## src/rtl/regfile_write_arbiter.sv

```systemverilog
// regfile_write_arbiter
//   Owns the single register-file write port. Out of reset it zero-fills every
//   register, one per cycle, then arbitrates the port between requester A
//   (load writeback, normally preferred) and requester B (ALU writeback). B is
//   forced the grant after STARVE_LIMIT consecutive denials. All write-port
//   outputs are registered, so an acceptance shows up on the port one cycle later.
//
// Ports
//   i_clk, i_rst_n                  clock (rising edge), asynchronous active-low reset
//   i_a_valid/o_a_ready/i_a_num/i_a_data   requester A handshake and payload
//   i_b_valid/o_b_ready/i_b_num/i_b_data   requester B handshake and payload
//   o_rf_wr_enable/o_rf_wr_num/o_rf_wr_data  registered register-file write port
//   o_init_done                     clear finished, arbitration active (registered)

module regfile_write_arbiter #(
    parameter int unsigned DATA_WIDTH    = 32,
    parameter int unsigned REG_NUM_WIDTH = 5,
    parameter int unsigned REG_FILE_SIZE = 32,
    parameter int unsigned STARVE_LIMIT  = 4
) (
    input  logic                     i_clk,
    input  logic                     i_rst_n,
    input  logic                     i_a_valid,
    output logic                     o_a_ready,
    input  logic [REG_NUM_WIDTH-1:0] i_a_num,
    input  logic [DATA_WIDTH-1:0]    i_a_data,
    input  logic                     i_b_valid,
    output logic                     o_b_ready,
    input  logic [REG_NUM_WIDTH-1:0] i_b_num,
    input  logic [DATA_WIDTH-1:0]    i_b_data,
    output logic                     o_rf_wr_enable,
    output logic [REG_NUM_WIDTH-1:0] o_rf_wr_num,
    output logic [DATA_WIDTH-1:0]    o_rf_wr_data,
    output logic                     o_init_done
);

    localparam logic ST_CLEAR = 1'b0;
    localparam logic ST_RUN   = 1'b1;

    // Counter must hold the value STARVE_LIMIT itself (saturating).
    localparam int unsigned CNT_W = (STARVE_LIMIT > 0) ? $clog2(STARVE_LIMIT + 1) : 1;
    localparam logic [CNT_W-1:0]         STARVE_MAX = CNT_W'(STARVE_LIMIT);
    localparam logic [REG_NUM_WIDTH-1:0] CLR_LAST   = REG_NUM_WIDTH'(REG_FILE_SIZE - 1);

    logic                     r_state;
    logic [REG_NUM_WIDTH-1:0] r_clr_idx;
    logic [CNT_W-1:0]         r_starve_cnt;
    logic                     r_wr_enable;
    logic [REG_NUM_WIDTH-1:0] r_wr_num;
    logic [DATA_WIDTH-1:0]    r_wr_data;
    logic                     r_init_done;

    logic w_run;
    logic w_force_b;
    logic w_a_ready;
    logic w_b_ready;
    logic w_a_acc;
    logic w_b_acc;

    // With STARVE_LIMIT=0 the counter never leaves 0, so force_b == b_valid.
    always_comb begin
        w_run     = (r_state == ST_RUN);
        w_force_b = i_b_valid && (r_starve_cnt == STARVE_MAX);
        w_a_ready = w_run && !w_force_b;
        w_b_ready = w_run && (!i_a_valid || w_force_b);
        // Mutually exclusive: A wins only without force_b, B beats a valid A only with it.
        w_a_acc   = i_a_valid && w_a_ready;
        w_b_acc   = i_b_valid && w_b_ready;
    end

    assign o_a_ready      = w_a_ready;
    assign o_b_ready      = w_b_ready;
    assign o_rf_wr_enable = r_wr_enable;
    assign o_rf_wr_num    = r_wr_num;
    assign o_rf_wr_data   = r_wr_data;
    assign o_init_done    = r_init_done;

    always_ff @(posedge i_clk or negedge i_rst_n) begin
        if (!i_rst_n) begin
            r_state     <= ST_CLEAR;
            r_clr_idx   <= '0;
            r_wr_enable <= 1'b0;
            r_wr_num    <= '0;
            r_wr_data   <= '0;
            r_init_done <= 1'b0;
        end else if (r_state == ST_CLEAR) begin
            r_wr_enable <= 1'b1;
            r_wr_num    <= r_clr_idx;
            r_wr_data   <= '0;
            r_clr_idx   <= r_clr_idx + REG_NUM_WIDTH'(1);
            if (r_clr_idx == CLR_LAST) begin
                r_state     <= ST_RUN;
                r_init_done <= 1'b1;
            end
        end else begin
            // Register 0 writes complete the handshake but are suppressed here.
            if (w_a_acc) begin
                r_wr_enable <= (i_a_num != '0);
                r_wr_num    <= i_a_num;
                r_wr_data   <= i_a_data;
            end else if (w_b_acc) begin
                r_wr_enable <= (i_b_num != '0);
                r_wr_num    <= i_b_num;
                r_wr_data   <= i_b_data;
            end else begin
                r_wr_enable <= 1'b0;
            end
        end
    end

    always_ff @(posedge i_clk or negedge i_rst_n) begin
        if (!i_rst_n) begin
            r_starve_cnt <= '0;
        end else if (w_run && i_b_valid && !w_b_ready) begin
            if (r_starve_cnt != STARVE_MAX) begin
                r_starve_cnt <= r_starve_cnt + CNT_W'(1);
            end
        end else begin
            r_starve_cnt <= '0;
        end
    end

endmodule

```

## config.mk

```make
export PLATFORM = sky130hd
export DESIGN_NAME = regfile_write_arbiter
export DESIGN_NICKNAME = d
export VERILOG_FILES = /design/src/rtl/regfile_write_arbiter.sv
export SDC_FILE = /design/constraint.sdc
export NUM_CORES = 1
export LEC_CHECK = 0
export CAP_MARGIN = 20
export CORE_MARGIN = 1.5
export CORE_UTILIZATION = 44
export DETAILED_ROUTE_END_ITERATION = 7
export GPL_TIMING_DRIVEN = 1
export PLACE_DENSITY = 0.91
export SLEW_MARGIN = 25
export SYNTH_ARGS = -nofsm -noshare
export SYNTH_HDL_FRONTEND = slang
export SYNTH_SLANG_ARGS = --single-unit
```

## constraint.sdc

```tcl
create_clock -name i_clk -period 3.4 [get_ports i_clk]
set_clock_uncertainty 0.2 [all_clocks]
set_input_delay 0.34 -clock i_clk [delete_from_list [all_inputs] [get_ports i_clk]]
set_output_delay 0.34 -clock i_clk [all_outputs]
set_load 0.005 [all_outputs]
```

==> results of run 1 <==
-- power groups by stage --
stage | clock network [mW] | registers (mW) | logic (mW)
after floorplan | 0 | 0.654 | 0.0900
after global placement | 0 | 0.651 | 0.302
after detailed placement | 0 | 0.652 | 0.310
after CTS | 0.485 | 0.642 | 0.312
after global routing | 0.509 | 0.647 | 0.336
final | 0.482 | 0.642 | 0.309
-- cells in the mapped netlist, drive strengths merged, types with 2 or more instances --
master / n
dfrtp: 48
o211ai: 5
nand3: 65
clkbuf: 18
o2111ai: 32
or4: 2
buf: 8
a21oi: 6
xnor2: 3
nor2: 7
or2: 6
inv: 4
nand2: 35
and3: 5
mux2: 2
ha: 4
o221ai: 5
-- cell type report --
cell class	instances	area [um2]	share of cell area [%]
multi-input combinational	187	1140	30.0
clock buffer	5	68.8	1.81
tap	72	90.1	2.36
clock inverter	2	60.1	1.58
timing repair buffer	125	1230	32.4
inverter	4	15.0	0.394
sequential	48	1200	31.5
-- per-stage QoR --
step           power, mW  utilization (%)  std cells
6_report            1.43             69.6        443
5_1_grt             1.49             69.6        443
4_1_cts             1.44             69.6        443
3_5_place_dp       0.961             67.1        435
3_3_place_gp       0.954             67.0        435
2_1_floorplan      0.744                -        265
-- state kept, by name, indices dropped and copies added, names as in the netlist --
name and count:
o_rf_wr_data 32, o_rf_wr_num 5, r_clr_idx 5, r_starve_cnt 3
o_init_done 1, o_rf_wr_enable 1, r_state 1
-- worst reg2reg max path, cell delays in order, from the launching register on --
cell and delay [ps]:
dfrtp_1 390, inv_1 80, ha_1 190, and3_1 200, buf_4 400, nor2_1 140
and3_1 210
-- metal layers --
layer	routed length, um	share of wire [%]
met2	3870	51
met1	3190	42
met5	0	0
met4	15	0.20
met3	544	7.1
-- path summary, 6_finish.rpt --
check	from	endpoint	slack, ps	depth (start not counted)
setup / recovery	i_b_valid	o_b_ready	940	4
hold / removal	o_init_done	o_init_done	260	1
setup reg to reg	r_starve_cnt[0]	r_starve_cnt[1]	1490	6
hold reg to reg	o_init_done	o_init_done	260	1
max in group asynchronous	i_rst_n	o_rf_wr_data[13]	2190	2
min in group asynchronous	i_rst_n	o_rf_wr_num[4]	380	2
-- placed cells by master (no fill, tap or decap), types with 2 or more instances in the layout --
cell type,netlist,layout
clkdlybuf4s50_1,0,117
nand3_1,65,65
dfrtp_1,48,48
nand2_1,35,35
o2111ai_1,32,32
nor2_1,7,7
buf_4,0,7
a21oi_1,6,6
or2_2,6,6
and3_1,5,5
o221ai_1,5,5
o211ai_1,5,5
clkbuf_8,0,5
ha_1,4,4
inv_1,3,3
xnor2_1,3,3
or4_1,2,2
mux2_2,2,2
bufinv_16,0,2
-- cell families after synthesis --
logic type | after synthesis
AND/OR/NAND/NOR | 125
buffers and inverters | 30
adder cells (fa/ha/maj) | 4
multiplexers | 3
XOR/XNOR | 4
flip-flops | 48
AO/OA/AOI/OAI | 51
-- timing repair --
item | in CTS | in global routing
hold buffers | 1 | 0
endpoints found under the setup margin | 0 | 0
gates resized for setup | 0 | 0
hold endpoints to repair | 48 | 0
buffers inserted | 0 | 0
==> results_dict.tcl, run 1 <==
set metrics [dict create \
    synth_mux_area_share_pct 1.31 \
    path_cells "clkdlybuf4s50_1, nand3_1, a21oi_1, clkdlybuf4s50_1" \
    initial_core_util_pct 45.3 \
    ys_ff_latch 48 \
    fillers 437 \
    grt_use_total_pct 25.0 \
    cp-end-kind "output pin" \
    die_height_um 78.0 \
    final_nets 453 \
    rsz0062_at_grt "false" \
    grt_pass1_vias 2478 \
    busiest_layer "met2" \
    synth_ff_type "dfrtp_1" \
    critPathSlowestCell "clkdlybuf4s50_1" \
    cts-htree-levels 2 \
    grt_use_met2_pct 43.0 \
    grt_overflow_total 0 \
    cap_viol_max_count 0 \
    finalMaxSlewViolations 0 \
    final.min_clock_period_ps 2460 \
    grt_pass1_wl_mm 12.1 \
    root_buffer "clkbuf_8" \
    grt_max_degree 49 \
    finalCritPeriodShare_pct 72.5 \
    layout-drive-gt1-share_pct 6.47 \
    finalWorstSetupSlack_ps 936 \
    final_area_um2 3810 \
    clock_sinks 48 \
    clk_latency_ps 300 \
    seq_area_frac_synth_pct 48.5 \
    tritoncts "yes" \
    num_vias 2577 \
    std_cell_rows 27 \
    synth_edf_count 0 \
    drtIter0Drc 160 \
    yosysWarnings 0 \
    antenna_found_initial 0 \
    crit_fanout 9 \
    crit_required_ps 2860 \
    syn_to_final_growth_pct 53.8 \
    crit_family "buffers and inverters" \
    p_sw_share_pct 23.2 \
    synth_top_family_by_area "simple AND/OR/NAND/NOR gates" \
    yosysTopAreaCell "dfrtp_1" \
    cts_buffers 5 \
    worst_slew_pin_slew_ps 688 \
    yosysUniqueCellTypes 29 \
    io_pins 119 \
    hpwl_mm 4.93 \
    netlist.area_leader.share_pct 48.5 \
    cpMostUsedCell "clkdlybuf4s50_1" \
    die-area_um2 6090 \
    synth_fp_nets 347 \
    wl_per_cell_um 17.2 \
    seqPwrFrac_pct 44.8 \
    async_flop_share_pct 100 \
    avgViaCountPerCell 5.82 \
    switchingPower_mw 0.333 \
    wirelength_mm 7.62 \
    drc 0 \
    drt_pass1_iterations 4 \
    synthTopCellsByArea "dfrtp_1 (48%), nand3_1 (13%), o2111ai_1 (11%), nand2_1 (5.3%), clkbuf_1 (2.7%)" \
    synth-xor-area-share_pct 1.41 \
    synthSimpleGateAreaFrac_pct 24.4 \
    postSynthAreaPerCell_um2 9.35 \
    ant_nets 0 \
    leakage_nw 1.59 \
    max-clock-path-buffers 2 \
    syn_inst 265 \
    synthAdderAreaFrac_pct 2.02 \
    p_per_area_nw_per_um2 376 \
    numPortBuffers 118 \
    core_area_um2 5470 \
    hold_violations 0 \
    syn_area_um2 2480 \
    gp_congestion 0.810 \
    slew_headroom_pct 54.0 \
    finalSetupViolCount 0 \
    cp-start-kind "input pin" \
    pre_cts_slack_ps 948 \
    power_frac_clock_pct 33.6 \
    path_class "in -> out" \
    timing.hold.ws_ps 264 \
    diodes 0 \
    finalSetupTns_ps 0 \
    grtUsageMet1_pct 32.6 \
    max_stage_delay_ps 650 \
    cp_num_buf_inv 2 \
    met3_usage_pct 4.88 \
    clk_pin_slew_ps 90 \
    pwr-share-comb_pct 21.6 \
    outcome "complete, no violations" \
    vdd_drop_max_v 0.000216 \
    die_w_um 78.0 \
    worstHoldPathType "reg -> reg" \
    synth_compound_area_share_pct 16.6 \
    placed_area_um2 3670 \
    fmax_ghz 0.406 \
    worstPathArrival_ps 1920 \
    internal_power_mw 1.10 \
]
(Power assumes the default switching activity.)
==> run 2: changes to the inputs <==
--- a/config.mk
+++ b/config.mk
@@ -7,10 +7,10 @@
 export LEC_CHECK = 0
 export CAP_MARGIN = 20
 export CORE_MARGIN = 1.5
-export CORE_UTILIZATION = 44
+export CORE_UTILIZATION = 37
 export DETAILED_ROUTE_END_ITERATION = 7
 export GPL_TIMING_DRIVEN = 1
-export PLACE_DENSITY = 0.91
+export PLACE_DENSITY = 0.82
 export SLEW_MARGIN = 25
 export SYNTH_ARGS = -nofsm -noshare
 export SYNTH_HDL_FRONTEND = slang
==> constraint.sdc (replaced) <==
create_clock -name i_clk -period 2 [get_ports i_clk]
set_clock_uncertainty 0.2 [all_clocks]
set_input_delay 0.2 -clock i_clk [delete_from_list [all_inputs] [get_ports i_clk]]
set_output_delay 0.2 -clock i_clk [all_outputs]
set_load 0.005 [all_outputs]
==> run 2 against run 1 <==
Compared with the run above:
- the run now ends with DRC left
- sequential cell count did not move
- die area rose by 18%
- worst hold slack got worse by 42 ps
- utilization fell by 8.9 points
- first-iteration DRC count rose by 29%
- critical path type is now reg -> out
- largest power group unchanged
==> results_dict.tcl, run 2 (synthesized netlist as in run 1, its figures left out) <==
set metrics [dict create \
    numPortBuffers 118 \
    die_w_um 84.8 \
    final_nets 463 \
    failed_checks "DRC" \
    fin_cells 459 \
    grt_pass1_vias 2460 \
    clk_pin_slew_ps 100 \
    worst_slew_pin_slew_ps 626 \
    diodes 0 \
    final.min_clock_period_ps 1900 \
    cp-start-kind "flop" \
    worstPathArrival_ps 1500 \
    largest_reg_flops 32 \
    crit_fanout 3 \
    fmax_ghz 0.526 \
    rsz0062_at_grt "false" \
    timing.hold.ws_ps 223 \
    critPathSlowestCell "dfrtp_1" \
    vdd_drop_max_v 0.000273 \
    hold_violations 0 \
    num_vias 2563 \
    mostFrequentLayoutCell "clkdlybuf4s50_1" \
    syn_to_final_growth_pct 57.5 \
    leakage_nw 1.63 \
    crit_required_ps 1600 \
    pre_cts_slack_ps -5.12 \
    tritoncts "yes" \
    gp_congestion 0.819 \
    final_area_um2 3900 \
    antenna_found_initial 0 \
    initial_core_util_pct 38.6 \
    layout-drive-gt1-share_pct 9.69 \
    cp-end-kind "output pin" \
    placed_area_um2 3770 \
    final_cell_mix "clkdlybuf4s50_1 (115), nand3_1 (65), dfrtp_1 (48)" \
    die-area_um2 7200 \
    cap_viol_max_count 0 \
    grt_use_total_pct 21.1 \
    outcome "complete, but fails checks" \
    ant_nets 0 \
    wl_per_cell_um 16.2 \
    dp_cells 448 \
    drc 9 \
    post-route-util_pct 60.7 \
    cts-htree-levels 2 \
    finalWorstSetupSlack_ps 98.1 \
    hpwl_mm 5.22 \
    finalSetupViolCount 0 \
    worstHoldPathType "in -> async" \
    slew_headroom_pct 58.2 \
    io_pins 119 \
    grt_overflow_total 0 \
    clk_latency_ps 300 \
    clock_sinks 48 \
    std_cell_rows 29 \
    max_stage_delay_ps 380 \
    avgViaCountPerCell 5.58 \
    drt_pass1_iterations 7 \
    finalMaxSlewViolations 0 \
    path_class "reg -> out" \
    core_area_um2 6420 \
    grt_pass1_wl_mm 12.2 \
    root_buffer "clkbuf_8" \
    fillers 562 \
    cts_buffers 5 \
    die_height_um 84.8 \
    path_cells "inv_1, ha_2, and3_1, nor2_2, dlygate4sd2_1" \
    grt_max_degree 39 \
    wirelength_mm 7.46 \
    drtIter0Drc 207 \
    p_per_area_nw_per_um2 577 \
    max-clock-path-buffers 2 \
    finalCritPeriodShare_pct 95.1 \
]
[run 2: cell count changes in the layout (fill, tap and decap cells not counted), moves of 2 or more]
| cell | delta |
|---|---|
| clkdlybuf4s50_1 | -2 |
| buf_4 | +5 |
| buf_12 | +3 |
| bufinv_16 | -2 |
| dlygate4sd2_1 | +2 |
[run 2: repair_timing]
item,4_1_cts,5_1_grt
gates resized for setup,5,1
setup endpoints to repair,2,2
hold endpoints to repair,22,0
setup buffers,2,0
pin swaps,1,0
hold buffers,1,0
[run 2: per-stage QoR]
stage               TNS, ps  power, mW
CTS                       0       2.26
detailed placement    -9.93       1.65
global placement          0       1.65
finish                    0       2.25
global route              0       2.35
floorplan                 0       1.27
[run 2: critical path: cells and delay by family, from the launching register on]
| kind | cells | cell delay, ps |
|---|---|---|
| DFF | 1 | 380 |
| buffers and inverters | 2 | 340 |
| and+or+nand+nor | 2 | 280 |
| adders and majority gates | 1 | 190 |
[run 2: layout make-up]
type,instances,area (um2),share of cell area [%]
timing repair buffer,135,1350,34.5
tap,77,96.3,2.47
inverter,4,15.0,0.385
clock inverter,1,7.51,0.192
multi-input combinational,187,1150,29.5
clock buffer,7,86.3,2.21
sequential,48,1200,30.8
[run 2: power by group]
group	internal (mW)	total, mW	switching [mW]
clock	0.282	0.611	0.329
sequential	1.05	1.09	0.0451
combinational	0.350	0.548	0.198
total	1.68	2.25	0.572
[run 2: path summary, 6_finish.rpt]
path | startpoint | endpoint | slack (ps) | depth (start not counted)
max in group asynchronous | i_rst_n | r_starve_cnt[1] | 830 | 3
setup reg to reg | r_starve_cnt[0] | r_starve_cnt[1] | 200 | 6
hold reg to reg | o_init_done | o_init_done | 300 | 1
setup / recovery | r_starve_cnt[0] | o_a_ready | 100 | 5
hold / removal | i_rst_n | o_rf_wr_data[6] | 220 | 2
min in group i_clk | i_a_data[8] | o_rf_wr_data[8] | 240 | 3
[run 2: per-layer routing]
| metal | vias to the layer above | track usage [%] | routed length, um |
|---|---|---|---|
| met5 | - | 0 | 0 |
| met4 | 0 | 5.07 | 106 |
| met3 | 12 | 3.79 | 546 |
| li1 | 1220 | - | - |
| met2 | 114 | 34.7 | 3550 |
| met1 | 1217 | 29.2 | 3250 |
